File: src/rtl/input_unit_pkg.sv
// input_unit_pkg: router field widths, info encodings and direction indices shared by the input units.
package input_unit_pkg;
  localparam int ROUTER_INFO_WIDTH = 2;
  localparam int ROUTER_ADDR_WIDTH = 4;
  // Zero is reserved for "no request" so an empty port never looks like UV or broadcast.
  typedef enum logic [ROUTER_INFO_WIDTH-1:0] {
    INFO_NONE      = 2'd0,
    INFO_UNICAST   = 2'd1,
    INFO_UV        = 2'd2,
    INFO_BROADCAST = 2'd3
  } router_info_e;
  typedef enum logic [2:0] {DIR_NW, DIR_NE, DIR_SE, DIR_SW, DIR_LOCAL} router_dir_e;
endpackage

File: src/rtl/input_unit_flit_fifo.sv
// flit_fifo: power-of-two circular flit buffer; pointers wrap naturally, storage is never reset.
module flit_fifo #(
  parameter int DEPTH = 4,
  parameter int W = 8
) (
  input  logic                     clk,
  input  logic                     rst,
  input  logic                     push,
  input  logic                     pop,
  input  logic [W-1:0]             wdata,
  output logic [W-1:0]             rdata,
  output logic [$clog2(DEPTH):0]   count
);
  localparam int PW = $clog2(DEPTH);
  localparam int CW = PW + 1;
  logic [W-1:0] mem [DEPTH];
  logic [PW-1:0] wp, rp;
  always_ff @(posedge clk)
    if (push) mem[wp] <= wdata;
  always_ff @(posedge clk) begin
    if (rst) begin
      wp <= '0;
      rp <= '0;
      count <= '0;
    end else begin
      if (push) wp <= wp + 1'b1;
      if (pop) rp <= rp + 1'b1;
      count <= count + CW'(push) - CW'(pop);
    end
  end
  assign rdata = mem[rp];
endmodule

File: src/rtl/input_unit.sv
// input_unit: per-direction flit buffer with allocator request, grant-driven pop, credit return and sticky overflow.
module input_unit import input_unit_pkg::*; #(
  parameter int DEPTH = 4,
  parameter int INFO_W = ROUTER_INFO_WIDTH,
  parameter int ADDR_W = ROUTER_ADDR_WIDTH,
  parameter int DATA_W = 32
) (
  input  logic              clk,
  input  logic              rst,
  input  logic              in_valid,
  input  logic [INFO_W-1:0] in_info,
  input  logic [ADDR_W-1:0] in_addr,
  input  logic [DATA_W-1:0] in_data,
  output logic              credit_out,
  output logic              sa_request,
  output logic [INFO_W-1:0] sa_info,
  output logic [ADDR_W-1:0] sa_addr,
  input  logic              sa_grant,
  output logic [DATA_W-1:0] out_data,
  output logic              overflow
);
  localparam int W = INFO_W + ADDR_W + DATA_W;
  localparam int CW = $clog2(DEPTH) + 1;
  logic [CW-1:0] count;
  logic [W-1:0] head;
  logic push, pop;
  assign sa_request = count != '0;
  assign pop = sa_request & sa_grant;
  assign push = in_valid & ((count != CW'(DEPTH)) | pop);
  flit_fifo #(.DEPTH(DEPTH), .W(W)) u_fifo (
    .clk,
    .rst,
    .push,
    .pop,
    .wdata({in_info, in_addr, in_data}),
    .rdata(head),
    .count
  );
  assign {sa_info, sa_addr, out_data} = sa_request ? head : '0;
  always_ff @(posedge clk) begin
    if (rst) begin
      credit_out <= 1'b0;
      overflow <= 1'b0;
    end else begin
      credit_out <= pop;
      overflow <= overflow | (in_valid & ~push);
    end
  end
endmodule

File: config.mk
export PLATFORM = sky130hd
export DESIGN_NAME = input_unit
export DESIGN_NICKNAME = d
export VERILOG_FILES = /design/src/rtl/input_unit_pkg.sv /design/src/rtl/input_unit_flit_fifo.sv /design/src/rtl/input_unit.sv
export SDC_FILE = /design/constraint.sdc
export NUM_CORES = 1
export LEC_CHECK = 0
export ABC_AREA = 0
export CORE_MARGIN = 3
export CORE_UTILIZATION = 54
export CTS_BUF_LIST = sky130_fd_sc_hd__clkbuf_4 sky130_fd_sc_hd__clkbuf_8 sky130_fd_sc_hd__clkbuf_16
export DETAILED_ROUTE_END_ITERATION = 7
export PLACE_DENSITY = 0.78
export SETUP_SLACK_MARGIN = 0.5
export SYNTH_ARGS = -nofsm -noshare
export SYNTH_HDL_FRONTEND = slang
export SYNTH_SLANG_ARGS = --single-unit
export TNS_END_PERCENT = 5
File: constraint.sdc
create_clock -name clk -period 2.76 [get_ports clk]
set_clock_uncertainty 0.15 [all_clocks]
set_input_delay 0.414 -clock clk [delete_from_list [all_inputs] [get_ports clk]]
set_output_delay 0.414 -clock clk [all_outputs]
set_load 0.01 [all_outputs]
=== Word-level counts from Yosys, hierarchy flattened ===
Memory sizes are Yosys's and may differ from the RTL's. A register that Yosys moved wholly into a read port is not among the register bits.
Cells that the tools add are included.

* Flip-flop bits (word level): 9
* Latch bits: 0
* RAM bits: 152
* Bits in read-only memories: 0
* Input port bits: 42
* Output and inout port bits: 41
* Logic and storage cells: 23
* Memories kept: 1

{| class="wikitable"
|+ Memory list
! memory !! words !! bits a word !! rd ports !! clocked after memory_dff !! write ports !! line !! text
|-
| u_fifo.mem || 4 || 38 || 1 || 1 || 1 || input_unit_flit_fifo.sv:16 || <nowiki>logic [W-1:0] mem [DEPTH];</nowiki>
|}

* Add/subtract/negate cells: 4
* Multiply operators: 0
* Divide/modulo/power cells: 0
* $lt $le $gt $ge: 0
* Equality and inequality tests: 1
* Shift operators: 0
* Muxes and demuxes: 5
* Bitwise operators: 6
* Reduce and logical (&&, ||, !) cells: 1

{| class="wikitable"
|+ Operators by type and width
! kind !! count
|-
| $mux 38 || 1
|-
| $add 2x1->2 const B || 2
|-
| $mux 2 || 2
|-
| $add 3x1->3 || 1
|-
| $and 1x1->1 || 3
|-
| $ne 3x3->1 const B || 1
|-
| $reduce_bool 3->1 || 1
|-
| $sub 3x1->3 || 1
|-
| $mux 1 || 2
|-
| $or 1x1->1 || 2
|-
| $not 1->1 || 1
|}

=== Longest topological paths before layout ===
* Depth after elaboration: 7
* Gate-level depth with buffers: 10
* Mapped depth without buffers: 10

=== By module ===
From an unflattened synthesis, not the netlist that was laid out.

* Cell total of the unflattened synthesis: 291
* Area, all modules: 6284.8 µm²

{| class="wikitable"
|+ By module, submodules not included
! module !! times used !! cells each !! area each (µm²) !! sequential area each (µm²)
|-
| flit_fifo || 1 || 238 || 5925.7 || 4744.6
|-
| input_unit || 1 || 53 || 359.1 || 40.0
|}

=== Worst setup path before layout ===
No wires, ideal clock.

* Path type: register to register
* From: reg u_fifo.count[1]
* To: reg u_fifo.count[2]
* Arrival time: 2.060 ns
* Required time: 2.532 ns
* Path slack: 0.472 ns
* Stages on the path, launching flop included: 11
* Period minus slack after synthesis: 2.288 ns
* Path through: dfxtp_1 > o31ai_1 > inv_1 > ha_1 > inv_1 > ha_1 > inv_1 > fa_1 > xor2_1 > and2_1 > nor3_1

* Cells in the longest elaborated chain, start to end: 6
* Elaborated cells between the ends (all ways): 7

{| class="wikitable"
|+ Ends and longest elaborated chain
! item !! line !! text
|-
| start: declaration || input_unit_flit_fifo.sv:12 || <nowiki>output logic [$clog2(DEPTH):0] count</nowiki>
|-
| start signal: assignment || input_unit_flit_fifo.sv:28 || <nowiki>count <= count + CW'(push) - CW'(pop);</nowiki>
|-
| $reduce_bool 3->1 (*) || input_unit.sv:27 || <nowiki>assign sa_request = count != '0;</nowiki>
|-
| $and 1x1->1 (*) || input_unit.sv:28 || <nowiki>assign pop = sa_request & sa_grant;</nowiki>
|-
| named net pop || input_unit.sv:26 || <nowiki>logic push, pop;</nowiki>
|-
| $or 1x1->1 || input_unit.sv:29 || <nowiki>assign push = in_valid & ((count != CW'(DEPTH)) | pop);</nowiki>
|-
| $and 1x1->1 || input_unit.sv:29 ||
|-
| $add 3x1->3 || input_unit_flit_fifo.sv:28 ||
|-
| $sub 3x1->3 (*) || input_unit_flit_fifo.sv:28 ||
|}

Mark *: on every way through the listed nets, which the timed path passes. The rest lies on a longest branch.
A chain may end at the register's enable or synchronous reset.

==> impl_metrics.py <==
metrics = {
    "worst_hold_path": {
        "hold_class": "flip-flop to flip-flop",
        "hold_end": "overflow$_SDFF_PP0_",
        "holdPathStages": 2,
        "min_from": "overflow$_SDFF_PP0_",
    },
    "worst_setup_path": {
        "crit_required_ps": 2200,
        "r2r_end": "u_fifo.count[2]$_SDFF_PP0_",
        "r2r.worst_path.cells": 10,
        "end_kind": "primary output",
        "crit_fanout": 8,
        "path_class": "flip-flop to primary output",
        "reg2reg_slack_ps": 430,
        "cp-start-kind": "flip-flop",
        "slowest_delay_ps": 530,
        "r2r-start": "u_fifo.count[0]$_SDFF_PP0_",
        "cp.arrival_ps": 1870,
        "crit_top_cell": "buf_12",
        "cp_slowest_cell": "mux4_2",
        "cp_cell_sequence": "buf_12, buf_12, mux4_2, nor2b_4, buf_6",
    },
    "grt": {
        "grt_usage_pct": 20.6,
        "overflow": 0,
        "grt_pass1_vias": 3391,
        "grt_max_degree": 39,
        "grt_pass1_wl_microns": 19200,
        "antenna_found_initial": 0,
    },
    "yosys": {
        "synth_top_area_share_pct": 72.8,
        "syn_avg_cell_area_sq_um": 21.1,
        "yosysTopAreaCell": "edfxtp_1",
        "yosysUniqueCellTypes": 25,
        "synthCells": 297,
        "synth-edff-count": 152,
        "synth_common_cells": "edfxtp_1 (152), nor2b_1 (40), mux4_2 (38)",
        "synth_nets": 346,
        "synth_area_sq_um": 6270,
        "synth_xor_area_share_pct": 0.279,
        "synthMuxAreaShare_pct": 14.0,
        "ys.flop_type": "edfxtp_1",
        "async_flop_share_pct": 0,
        "synth.most_common_cell": "edfxtp_1",
        "ys_seq_area_share_pct": 76.3,
        "synth_compound_area_share_pct": 0.359,
        "yosys_warnings": 0,
        "synth-seq-cells": 163,
        "synth_top_family_by_area": "multiplexers",
        "synthAdderAreaFrac_pct": 1.52,
        "yosys-top-cells-area": "edfxtp_1 (73%), mux4_2 (14%), nor2b_1 (4.0%)",
        "synth-simple-area-share_pct": 5.81,
    },
    "clock_tree": {
        "clockRootBuffer": "clkbuf_16",
        "ctsHoldBuffers": 0,
        "clkSinkCount": 163,
        "htreeDepth": 4,
        "numCtsBuffers": 17,
        "insertion_delay_ps": 400,
        "cts_buffer_depth": 2,
        "cts_tree": "built",
        "path_clk_slew_ps": 60,
    },
    "power_and_ir_drop": {
        "leakage_nw": 2.85,
        "vdd_drop_max_mv": 0.735,
        "power.density_nw_per_um2": 982,
    },
    "route": {
        "wl_met1_microns": 5050,
        "vias": 3161,
        "wire_per_inst_microns": 22.3,
        "drtIter0Drc": 178,
        "avgViaCountPerCell": 5.61,
        "drc_errors": 0,
        "routed_wl_microns": 12500,
        "dr_wl_met2_microns": 6540,
        "topRoutingLayerUsed": "met4",
        "wl_met3_microns": 829,
        "firstDrtPassIters": 4,
        "drtAntennaViolNets": 0,
    },
    "final_layout": {
        "area_delta_synth_final_pct": 30.4,
        "drive_above_1_share_pct": 35.5,
        "fin_nets": 459,
        "diodes": 0,
        "final_cells": 563,
        "utilization_pct": 73.8,
        "fill_cells": 645,
    },
    "timing": {
        "hold_viol": 0,
        "finalCritPeriodShare_pct": 88.4,
        "max_freq_ghz": 0.410,
        "rsz0062_at_grt": "yes",
        "maxSlewHeadroom_pct": 71.7,
        "worst_pin_slew_ps": 423,
        "finalSetupTns_ps": 0,
        "finalSetupViolCount": 0,
        "finalCriticalPeriod_ps": 2440,
        "drv_slew": 0,
    },
    "place": {
        "port_buffers": 82,
        "dp_hpwl_microns": 6600,
        "gp_congestion": 0.677,
        "dp.cells": 518,
    },
    "floorplan": {
        "coreArea_sq_um": 11100,
        "die_w_microns": 114,
        "ios": 83,
        "dieArea_sq_um": 12900,
        "start_util_pct": 56.6,
        "num_rows": 38,
        "die_h_microns": 114,
    },
    "job": {
        "max_cap_viol_count": 0,
    },
    "outcome": {
        "status": "finished, final reports clean",
    },
}
[sequential cells by signal, summed over array words and instances (netlist names), named ones only]
name and cells:
credit_out 1, overflow 1, u_fifo.count 3, u_fifo.mem 152
u_fifo.rp 2, u_fifo.wp 2
[timing repair]
action,CTS,global route
setup endpoints to repair,40,41
buffers inserted,3,4
gates cloned,5,1
gates resized for setup,178,6
pin swaps,1,2
[power breakdown]
group          internal (W)  total (W)  switching (W)
Combinational       0.00142    0.00259        0.00117
Sequential          0.00295    0.00307       0.000124
Clock               0.00144    0.00237       0.000933
[logic make-up after synthesis]
kind of cell,count (synthesis)
and+or+nand+nor,60
AOI/OAI and AO/OA,4
buffers and inverters,21
adders and majority gates,7
xor gates and xnor gates,2
DFF,163
muxes,40
[stage by stage]
stage	power [W]	worst slack, ps	area (sq um)	hold WS, ps
detailed placement	0.00537	69.7	7390	317
finish	0.00803	321	8180	336
global placement	0.00532	206	7390	308
CTS	0.00795	301	8100	338
global route	0.00839	258	8180	389
floorplan	0.00428	481	6280	309
[cell usage in the layout, fill, tap and decap left out, types with 3 or more instances in the layout]
cell	n
edfxtp_1	152
clkdlybuf4s50_1	43
mux4_2	38
nor2b_1	33
buf_2	33
clkbuf_16	18
buf_12	11
buf_4	9
nor2_1	8
inv_1	7
nor2b_4	7
dfxtp_1	7
ha_1	6
buf_6	5
and2_2	4
inv_6	4
buf_16	4
dfxtp_4	3
bufinv_16	3
clkinv_4	3
[critical path: cells and delay by family (launching register included)]
family / cells / cell delay (ps)
mux: 1 / 530
simple gates: 1 / 160
buf+inv: 3 / 380
flops: 1 / 400
[routing by layer]
metal | vias to the layer above | track usage (%)
met5 | - | 0
met4 | 0 | 6.49
met3 | 9 | 5.57
met2 | 104 | 33.8
met1 | 1640 | 27.2
li1 | 1408 | -
[area by class of cell]
type                            instances  area [sq um]  share of cell area, %
Timing Repair Buffer                  108          1120                   13.7
Multi-Input combinational cell        113          1450                   17.8
Sequential cell                       163          4800                   58.7
Inverter                                7          26.3                  0.321
Clock inverter                         15           180                   2.20
Clock buffer                           17           425                   5.20
Tap cell                              140           175                   2.14
[worst max-delay path by stage]
| stage | from | endpoint | cells past startpoint |
|---|---|---|---|
| floorplan | u_fifo.count[1]$_SDFF_PP0_ | u_fifo.mem[0][0]$_DFFE_PP_ | 4 |
| global placement | sa_grant | u_fifo.count[2]$_SDFF_PP0_ | 11 |
| detailed placement | sa_grant | u_fifo.count[2]$_SDFF_PP0_ | 11 |
| CTS | flip-flop | out_data[23] | 5 |
| global route | flip-flop | out_data[18] | 5 |
| finish | flip-flop | out_data[18] | 5 |
(Power assumes the default switching activity.)
